File: config.mk
export PLATFORM = sky130hd
export DESIGN_NAME = otter_mem_arbiter
export DESIGN_NICKNAME = d
export VERILOG_FILES = /design/src/rtl/otter_mem_arbiter.sv
export SDC_FILE = /design/constraint.sdc
export NUM_CORES = 1
export LEC_CHECK = 0
export CORE_AREA = 10 10 110 112
export DETAILED_ROUTE_END_ITERATION = 7
export DIE_AREA = 0 0 120 122
export PLACE_DENSITY = 0.8
export SETUP_SLACK_MARGIN = 0.5
export SYNTH_ARGS = -nofsm -noshare
export SYNTH_HDL_FRONTEND = slang
export SYNTH_SLANG_ARGS = --single-unit
File: constraint.sdc
create_clock -name clk -period 5 [get_ports clk]
set_clock_uncertainty 0.15 [all_clocks]
set_input_delay 0.5 -clock clk [delete_from_list [all_inputs] [get_ports clk]]
set_output_delay 0.5 -clock clk [all_outputs]
set_load 0.05 [all_outputs]
File: src/rtl/otter_mem_arbiter.sv
// otter_mem_arbiter: shares OTTER memory port 2 between the CPU and a debug/DMA requester
//    clk, RST                        clock, synchronous active-high reset
//    cpu_rden/we/addr/wdata/size/sign CPU request; cpu_stall holds it, cpu_rdata returns data
//    dbg_req/we/addr/wdata           debug word request, level until dbg_ack
//    dbg_ack, dbg_rdata              one-cycle completion pulse, registered read data
//    mem_*                           memory port 2 request, mem_rdata one cycle after mem_rden
module otter_mem_arbiter #(
   parameter int ADDR_W   = 32,
   parameter int DATA_W   = 32,
   parameter int MAX_WAIT = 4
) (
   input  logic              clk,
   input  logic              RST,
   input  logic              cpu_rden,
   input  logic              cpu_we,
   input  logic [ADDR_W-1:0] cpu_addr,
   input  logic [DATA_W-1:0] cpu_wdata,
   input  logic [1:0]        cpu_size,
   input  logic              cpu_sign,
   output logic              cpu_stall,
   output logic [DATA_W-1:0] cpu_rdata,
   input  logic              dbg_req,
   input  logic              dbg_we,
   input  logic [ADDR_W-1:0] dbg_addr,
   input  logic [DATA_W-1:0] dbg_wdata,
   output logic              dbg_ack,
   output logic [DATA_W-1:0] dbg_rdata,
   output logic              mem_rden,
   output logic              mem_we,
   output logic [ADDR_W-1:0] mem_addr,
   output logic [DATA_W-1:0] mem_wdata,
   output logic [1:0]        mem_size,
   output logic              mem_sign,
   input  logic [DATA_W-1:0] mem_rdata
);
   localparam int CW = $clog2(MAX_WAIT + 1);
   localparam logic [CW-1:0] MAXW = MAX_WAIT[CW-1:0];
   localparam logic [0:0] IDLE = 1'b0;
   localparam logic [0:0] DRSP = 1'b1;

   logic [0:0]    state;
   logic [CW-1:0] wait_cnt;
   logic          dbg_rd;
   logic          cpu_act;
   logic          dbg_grant;

   assign cpu_act   = cpu_rden | cpu_we;
   // CPU keeps priority until the pending debug request has waited MAX_WAIT cycles
   assign dbg_grant = (state == IDLE) & dbg_req & (~cpu_act | (wait_cnt == MAXW));
   assign cpu_stall = dbg_grant & cpu_act;
   assign cpu_rdata = mem_rdata;

   // a simultaneous CPU read and write issues only the write
   always_comb begin
      mem_rden  = dbg_grant ? ~dbg_we : cpu_rden & ~cpu_we;
      mem_we    = dbg_grant ? dbg_we : cpu_we;
      mem_addr  = dbg_grant ? dbg_addr : cpu_addr;
      mem_wdata = dbg_grant ? dbg_wdata : cpu_wdata;
      mem_size  = dbg_grant ? 2'b10 : cpu_size;
      mem_sign  = dbg_grant ? 1'b0 : cpu_sign;
   end

   always_ff @(posedge clk) begin
      if (RST) begin
         state     <= IDLE;
         wait_cnt  <= '0;
         dbg_ack   <= 1'b0;
         dbg_rd    <= 1'b0;
         dbg_rdata <= '0;
      end else begin
         state    <= dbg_grant ? DRSP : IDLE;
         dbg_ack  <= dbg_grant;
         dbg_rd   <= dbg_grant ? ~dbg_we : dbg_rd;
         wait_cnt <= (~dbg_req | dbg_grant) ? '0 :
                     (state == IDLE && wait_cnt != MAXW) ? wait_cnt + 1'b1 : wait_cnt;
         // read data arrives during the response cycle, after the issuing grant
         if (state == DRSP && dbg_rd)
            dbg_rdata <= mem_rdata;
      end
   end
endmodule

Word-level counts from Yosys, hierarchy flattened
Index checks and enable logic that the tools add are counted.
Widths: inputs -> output; s select.
{"block": "op_classes", "add_sub_neg": 1, "eq_ne": 2, "mux": 7, "bitwise": 12, "n_reduce_logical": 3}
{"op": "$mux 32", "count": 2}
{"op": "$not 1->1", "count": 5}
{"op": "$and 1x1->1", "count": 4}
{"op": "$mux 1", "count": 4}
{"op": "$add 3x1->3 const B", "count": 1}
{"op": "$eq 3x3->1 const B", "count": 1}
{"op": "$ne 3x3->1 const B", "count": 1}
{"op": "$or 1x1->1", "count": 3}
{"op": "$logic_and 1x1->1", "count": 2}
{"op": "$mux 2", "count": 1}
{"op": "$reduce_or 2->1", "count": 1}
{"block": "totals", "regBits": 38}

Logic depth before layout (Yosys ltp)
{"block": "depth", "depth_word": 6, "mapped_depth": 7, "depth_no_buf": 5}

Least setup slack after synthesis
OpenSTA, ideal clock, no wires.
{"block": "synth_timing", "path_kind": "register to output", "start": "reg, netlist name dbg_ack", "end": "out mem_rden", "arrival_ns": 2.032, "setup_slack_ns": 2.318, "stages_incl_launch_ff": 5, "n_path_buf": 2, "path_cell_list": "dfxtp_1 -> nand3b_1 -> buf_6 -> buf_6 -> mux2i_1"}
{"element": "end, declared", "line_no": "28", "source": "output logic mem_rden,"}

Worst setup path after layout
{"block": "layout_timing", "start": "in cpu_we", "end": "out mem_wdata[22]"}
{"block": "layout_between", "elab_chain_len": 5}
{"element": "start, declared", "line_no": "15", "source": "input logic cpu_we,"}
{"element": "$or 1x1->1", "line_no": "47", "source": "assign cpu_act = cpu_rden | cpu_we;"}
{"element": "$not 1->1", "line_no": "49", "source": "assign dbg_grant = (state == IDLE) & dbg_req & (~cpu_act | (wait_cnt == MAXW));"}
{"element": "$or 1x1->1", "line_no": "49"}
{"element": "$and 1x1->1", "line_no": "49"}
{"element": "$mux 32", "line_no": "58", "source": "mem_wdata = dbg_grant ? dbg_wdata : cpu_wdata;"}
{"element": "end, declared", "line_no": "31", "source": "output logic [DATA_W-1:0] mem_wdata,"}
Every way passes these cells.

==> metrics <==
CP Cell Sequence clkdlybuf4s50_1 -> o2bb2ai_1 -> nand3b_1 -> buf_4 -> mux2_4 -> clkdlybuf4s50_1; Crit Path Max Fanout 46; drt drc 0; CTS Hold Buffers Added 0; Arr. time, crit path 2.96 ns; Buf+Inv Stages, Crit Path 3; worst setup path category in2out; filler cell count 918; Max Fclk 277 MHz; port buffer count 303; die height 122 um; Most Frequent Cell on Critical Path clkdlybuf4s50_1; Starting DRT DRC Count 151; P&R area growth vs syn 115%; Final HPWL DP 13100 um; cell family with most CP delay buffers and inverters; CTS root buf clkbuf_8; pin count of the biggest net entering global routing 47; flop2flop setup slack 2.87 ns; Yosys reg bits 37; later-pin clock latency in the skew report 0.28 ns; total CTS buffers 5; Setup Viol. Count Final 0; mean area per synthesized cell 9.35 sq um; P_leak 2.18 nW; CP peak stage delay 0.84 ns; I/O pin total 304; Synth Warn # 0; vias in the first global route 3140; commonest cells after routing, fill and taps aside clkdlybuf4s50_1, nand2_1, mux2_4, dfxtp_1, a21oi_1; Worst Hold Class reg2reg; commonest non-fill, non-tap cell in the layout clkdlybuf4s50_1; Final Non-Filler Cells 676; placed instance area 5450 sq um; synthesized area 2590 sq um; routability cong. 0.949; post-synth cell types 23; GRT Overall Usage 19.5%; sequential share of the synthesized area 28.6%; core area 10000 sq um; die area 14600 sq um; total number of vias 2986; setup bufs post-CTS 0; minimum clock period 3.61 ns; final hold vios 0; CTS tree yes; row cnt 37; grt total ovfl 0; Crit-path slowest cell clkdlybuf4s50_1; worst ir drop on vdd 0.132 mV; DIE WIDTH 120 um; Initial Util 25.8%; RSZ-0062 raised after global routing no; Sink Count 37; average wire per cell in the routed design 22.8 um; ANT cells 0; Core Util, Final 55.4%; post-synthesis net count 448; Detailed Route WL 15400 um; Final Cycle Share 72.1%; Syn Inst Count 277; Tightest Pin Transition 1.12 ns; Inst Count DP 668; final net count 710; Critical Path Start Type input pin; CP Capture Type output port; global-route wire length before repair 21600 um; H-tree depth 2; CP required 4.35 ns; initial antenna violation count 0; router iterations before antenna repair 4; DRT antenna net count 0; pwr/cell area 199 nW/um^2; maxcap violations 0; TNS Setup 0 ns; post-cts resize count 0; pins over their slew limit 0; Worst slew margin 25.6%; Max Buffers Root-to-Sink 2; status complete, no violations; layout cells sized above 1 14.3%; fin area 5570 sq um; via/cell ratio 4.42; clk slew on worst S/H paths 0.08 ns
==> registers in the layout (all words and copies together), names as in the netlist <==
signal and flops:
dbg_rdata 32, wait_cnt 3, dbg_ack 1, dbg_rd 1
==> Yosys cell counts <==
library cell | number | share of area (%)
a21boi_0 | 1 | 0.29
a21oi_1 | 33 | 6.4
and2_1 | 3 | 0.73
and4_1 | 2 | 0.68
buf_2 | 5 | 0.97
buf_4 | 32 | 9.3
buf_6 | 6 | 2.6
clkbuf_1 | 8 | 1.2
dfxtp_1 | 37 | 29
ha_1 | 2 | 0.97
inv_1 | 3 | 0.43
mux2_2 | 26 | 11
mux2_4 | 41 | 24
mux2i_1 | 1 | 0.39
nand2_1 | 65 | 9.4
nand2b_1 | 2 | 0.48
nand3b_1 | 1 | 0.29
nor2_1 | 4 | 0.58
nor2b_1 | 1 | 0.24
nor3b_1 | 1 | 0.29
o2111a_1 | 1 | 0.43
o2bb2ai_1 | 1 | 0.34
xnor2_1 | 1 | 0.34
==> area by class of cell <==
| class | instances | area, sq um | area share (%) |
|---|---|---|---|
| Multi-Input combinational cell | 186 | 1470 | 26.5 |
| Inverter | 3 | 11.3 | 0.202 |
| Tap cell | 136 | 170 | 3.06 |
| Timing Repair Buffer | 306 | 3060 | 54.9 |
| Sequential cell | 37 | 741 | 13.3 |
| Clock buffer | 7 | 86.3 | 1.55 |
| Clock inverter | 1 | 30.0 | 0.539 |
==> per-layer routing <==
metal / routed length (um) / share of wire, % / vias to the layer above / GRT usage (%)
met4: 175 / 1.1 / 0 / 4.07
met2: 7790 / 50 / 185 / 34.5
li1: - / - / 1421 / -
met5: 0 / 0 / - / 0
met1: 5670 / 37 / 1368 / 21.4
met3: 1810 / 12 / 12 / 8.42
==> cell families (layout without fill, tap and decap cells) <==
kind of cell / after synthesis / count (layout) / share of synthesized area [%]
buffers and inverters: 54 / 317 / 14.5
DFF: 37 / 37 / 28.6
muxes: 68 / 68 / 35.5
and+or+nand+nor: 79 / 79 / 12.7
AOI/OAI and AO/OA: 36 / 36 / 7.44
xor gates and xnor gates: 1 / 1 / 0.338
adders and majority gates: 2 / 2 / 0.966
==> report_power, final <==
group | switching [mW] | internal, mW
Combinational | 0.288 | 0.256
Clock | 0.106 | 0.163
Sequential | 0.00125 | 0.296
Total | 0.395 | 0.715
==> worst reg2reg max path, stage by stage, from the launching register on <==
cell,delay [ns]
dfxtp_1,0.33
inv_1,0.07
ha_1,0.21
o2bb2ai_1,0.12
nand3b_1,0.10
buf_4,0.64
mux2_2,0.41
==> path summary, 6_finish.rpt <==
kind,from,endpoint,cells past startpoint
setup reg to reg,wait_cnt[0],dbg_rd,6
hold reg to reg,dbg_rdata[15],dbg_rdata[15],2
hold / removal,dbg_rdata[15],dbg_rdata[15],2
setup / recovery,cpu_we,mem_wdata[22],6
==> per-stage QoR <==
step | hold slack, ns | setup WS [ns] | power, mW
global placement | 0.292 | 1.39 | 0.846
floorplan | 0.427 | 2.32 | 0.609
detailed placement | 0.297 | 1.39 | 0.847
global route | 0.322 | 1.24 | 1.15
finish | 0.305 | 1.39 | 1.11
CTS | 0.306 | 1.39 | 1.12
Note: power is estimated with default switching activity, not from simulation.
==> edit: new RTL, same settings <==
Make the reset (`RST`) asynchronous in one clocked block. Comments in the files are not updated.
--- a/src/rtl/otter_mem_arbiter.sv
+++ b/src/rtl/otter_mem_arbiter.sv
@@ -61,5 +61,5 @@
    end
 
-   always_ff @(posedge clk) begin
+   always_ff @(posedge clk or posedge RST) begin
       if (RST) begin
          state     <= IDLE;
Behaviour: differs if RST is asserted again (counterexample within 4 cycles, from zero or initial values and one cycle with RST high); with RST held inactive, the same outputs for 10 cycles.
==> edit against the unedited design <==
Final area grew 4.1%; wire length shrank 5.5%; area after synthesis grew 9.4%; critical path depth is the same; sequential cell count is the same; non-clock buffer count is the same; setup slack lost 0.48 ns; critical path type unchanged; highest routed layer unchanged.
Power is not compared: it rests on default switching activity, and its combinational part moved more than twofold at a synthesized area within 25%.
==> edit: results (changes against the unedited design) <==
{
  "layout": {
    "num-nets-final": {"value": 648, "change": "-8.7%"},
    "fraction_of_final_layout_cells_with_drive_strength_greater_than_1": {"value": 22.6, "unit": "%", "change": "+8.3 points"},
    "stdcell_count": {"value": 616, "change": "-8.9%"}
  },
  "yosys": {
    "synth_cell_types": {"value": 20, "change": "-13%"},
    "synth_top_area_cells": "mux2_4 (33%), dfrtp_1 (33%), mux2_2 (14%), buf_4 (8.5%), buf_12 (4.2%)",
    "syn-instance-count": {"value": 207, "change": "-25%"},
    "netlist_top_cells_count": "mux2_4 (63), dfrtp_1 (37), mux2_2 (34)",
    "postSynthNetCount": {"value": 378, "change": "-16%"},
    "synth_ff_type": "dfrtp_1"
  },
  "route": {
    "drt_wl_total": {"value": 14600, "unit": "µm", "change": "-5.5%"},
    "detailed_router_s_first_iteration_violation_count": {"value": 127, "change": "-16%"},
    "avgViaCountPerCell": {"value": 4.24, "change": "-4.1%"}
  },
  "worst_setup_path": {
    "reg2reg_to": "dbg_rd",
    "worstReg2RegStart": "wait_cnt[0]",
    "critical_path_peak_fanout": {"value": 44, "change": "-4.3%"},
    "ff2ff_setup_slack": {"value": 2.58, "unit": "ns", "change": "-0.29 ns"},
    "critical_path_arrival": {"value": 3.44, "unit": "ns", "change": "+0.48 ns"}
  },
  "worst_hold_path": {
    "end_point_of_the_worst_hold_path": "dbg_rdata[8]",
    "hold_start": "dbg_rdata[8]",
    "min_delay_path_depth": {"value": 1, "change": "-1"}
  },
  "global_route": {
    "grt_start_max_net_pins": {"value": 45, "change": "-4.3%"},
    "groute.usage.overall": {"value": 18.6, "unit": "%", "change": "-0.89 points"},
    "initial_antenna_violation_count": {"value": 2, "change": "+2"}
  },
  "place": {
    "placement.setup.worst_slack": {"value": 0.914, "unit": "ns", "change": "-0.476 ns"},
    "dp_hpwl": {"value": 12600, "unit": "µm", "change": "-3.8%"},
    "gpl.final_weighted_congestion": {"value": 0.936, "change": "-1.4%"},
    "instance_count_after_placement_with_tap_cells_included": {"value": 606, "change": "-9.3%"}
  },
  "run_status": {
    "outcome": "finished, final reports clean"
  },
  "timing": {
    "max_slew.worst_pin.slew": {"value": 0.613, "unit": "ns", "change": "-0.504 ns"},
    "timing.hold.ws": {"value": 0.354, "unit": "ns", "change": "+0.0493 ns"}
  }
}
## edit: critical path, stage by stage
cell	delay, ns
clkdlybuf4s50_1	0.55
a2bb2oi_1	0.31
or3b_4	0.59
buf_12	0.37
mux2_4	0.34
clkdlybuf4s50_1	0.73
## edit: worst max path at each step
stage | startpoint | end | slack [ns]
5_1_grt | cpu_we | mem_wdata[5] | 0.80
3_3_place_gp | cpu_we | mem_wdata[5] | 0.99
3_5_place_dp | cpu_we | mem_wdata[5] | 0.91
2_1_floorplan | wait_cnt[0] | mem_rden | 2.16
4_1_cts | cpu_we | mem_wdata[5] | 0.91
6_report | cpu_we | mem_wdata[5] | 0.91
## edit: per-layer routing
layer / routed length, µm / vias to the layer above / track usage [%]
li1: - / 1234 / -
met1: 5000 / 1192 / 18.5
met2: 7680 / 174 / 34.1
met3: 1760 / 9 / 9.30
met4: 148 / 0 / 4.45
met5: 0 / - / 0
## edit: through the flow
stage	area, µm²	total power, mW
2_1_floorplan	2830	1.16
3_3_place_gp	5680	1.60
3_5_place_dp	5680	1.62
4_1_cts	5790	1.89
5_1_grt	5790	1.94
6_report	5790	1.86
## edit: cell families after synthesis
| kind of cell | share of synthesized area [%] |
|---|---|
| adder cells (fa/ha/maj) | 0.884 |
| AO/OA/AOI/OAI | 1.02 |
| AND/OR/NAND/NOR | 2.83 |
| multiplexers | 48.0 |
| buffers and inverters | 14.6 |
| flip-flops | 32.7 |
## edit: cell type report
class,instances,area (µm²)
multi-input combinational,122,1500
sequential,37,926
clock inverter,2,38.8
inverter,5,18.8
fill,865,4250
tap,136,170
clock buffer,6,72.6
timing repair buffer,306,3070
antenna,2,5.00
## edit: power breakdown
group          internal, mW  switching [mW]
registers             0.389          0.0467
logic                 0.479           0.689
clock network         0.150           0.108
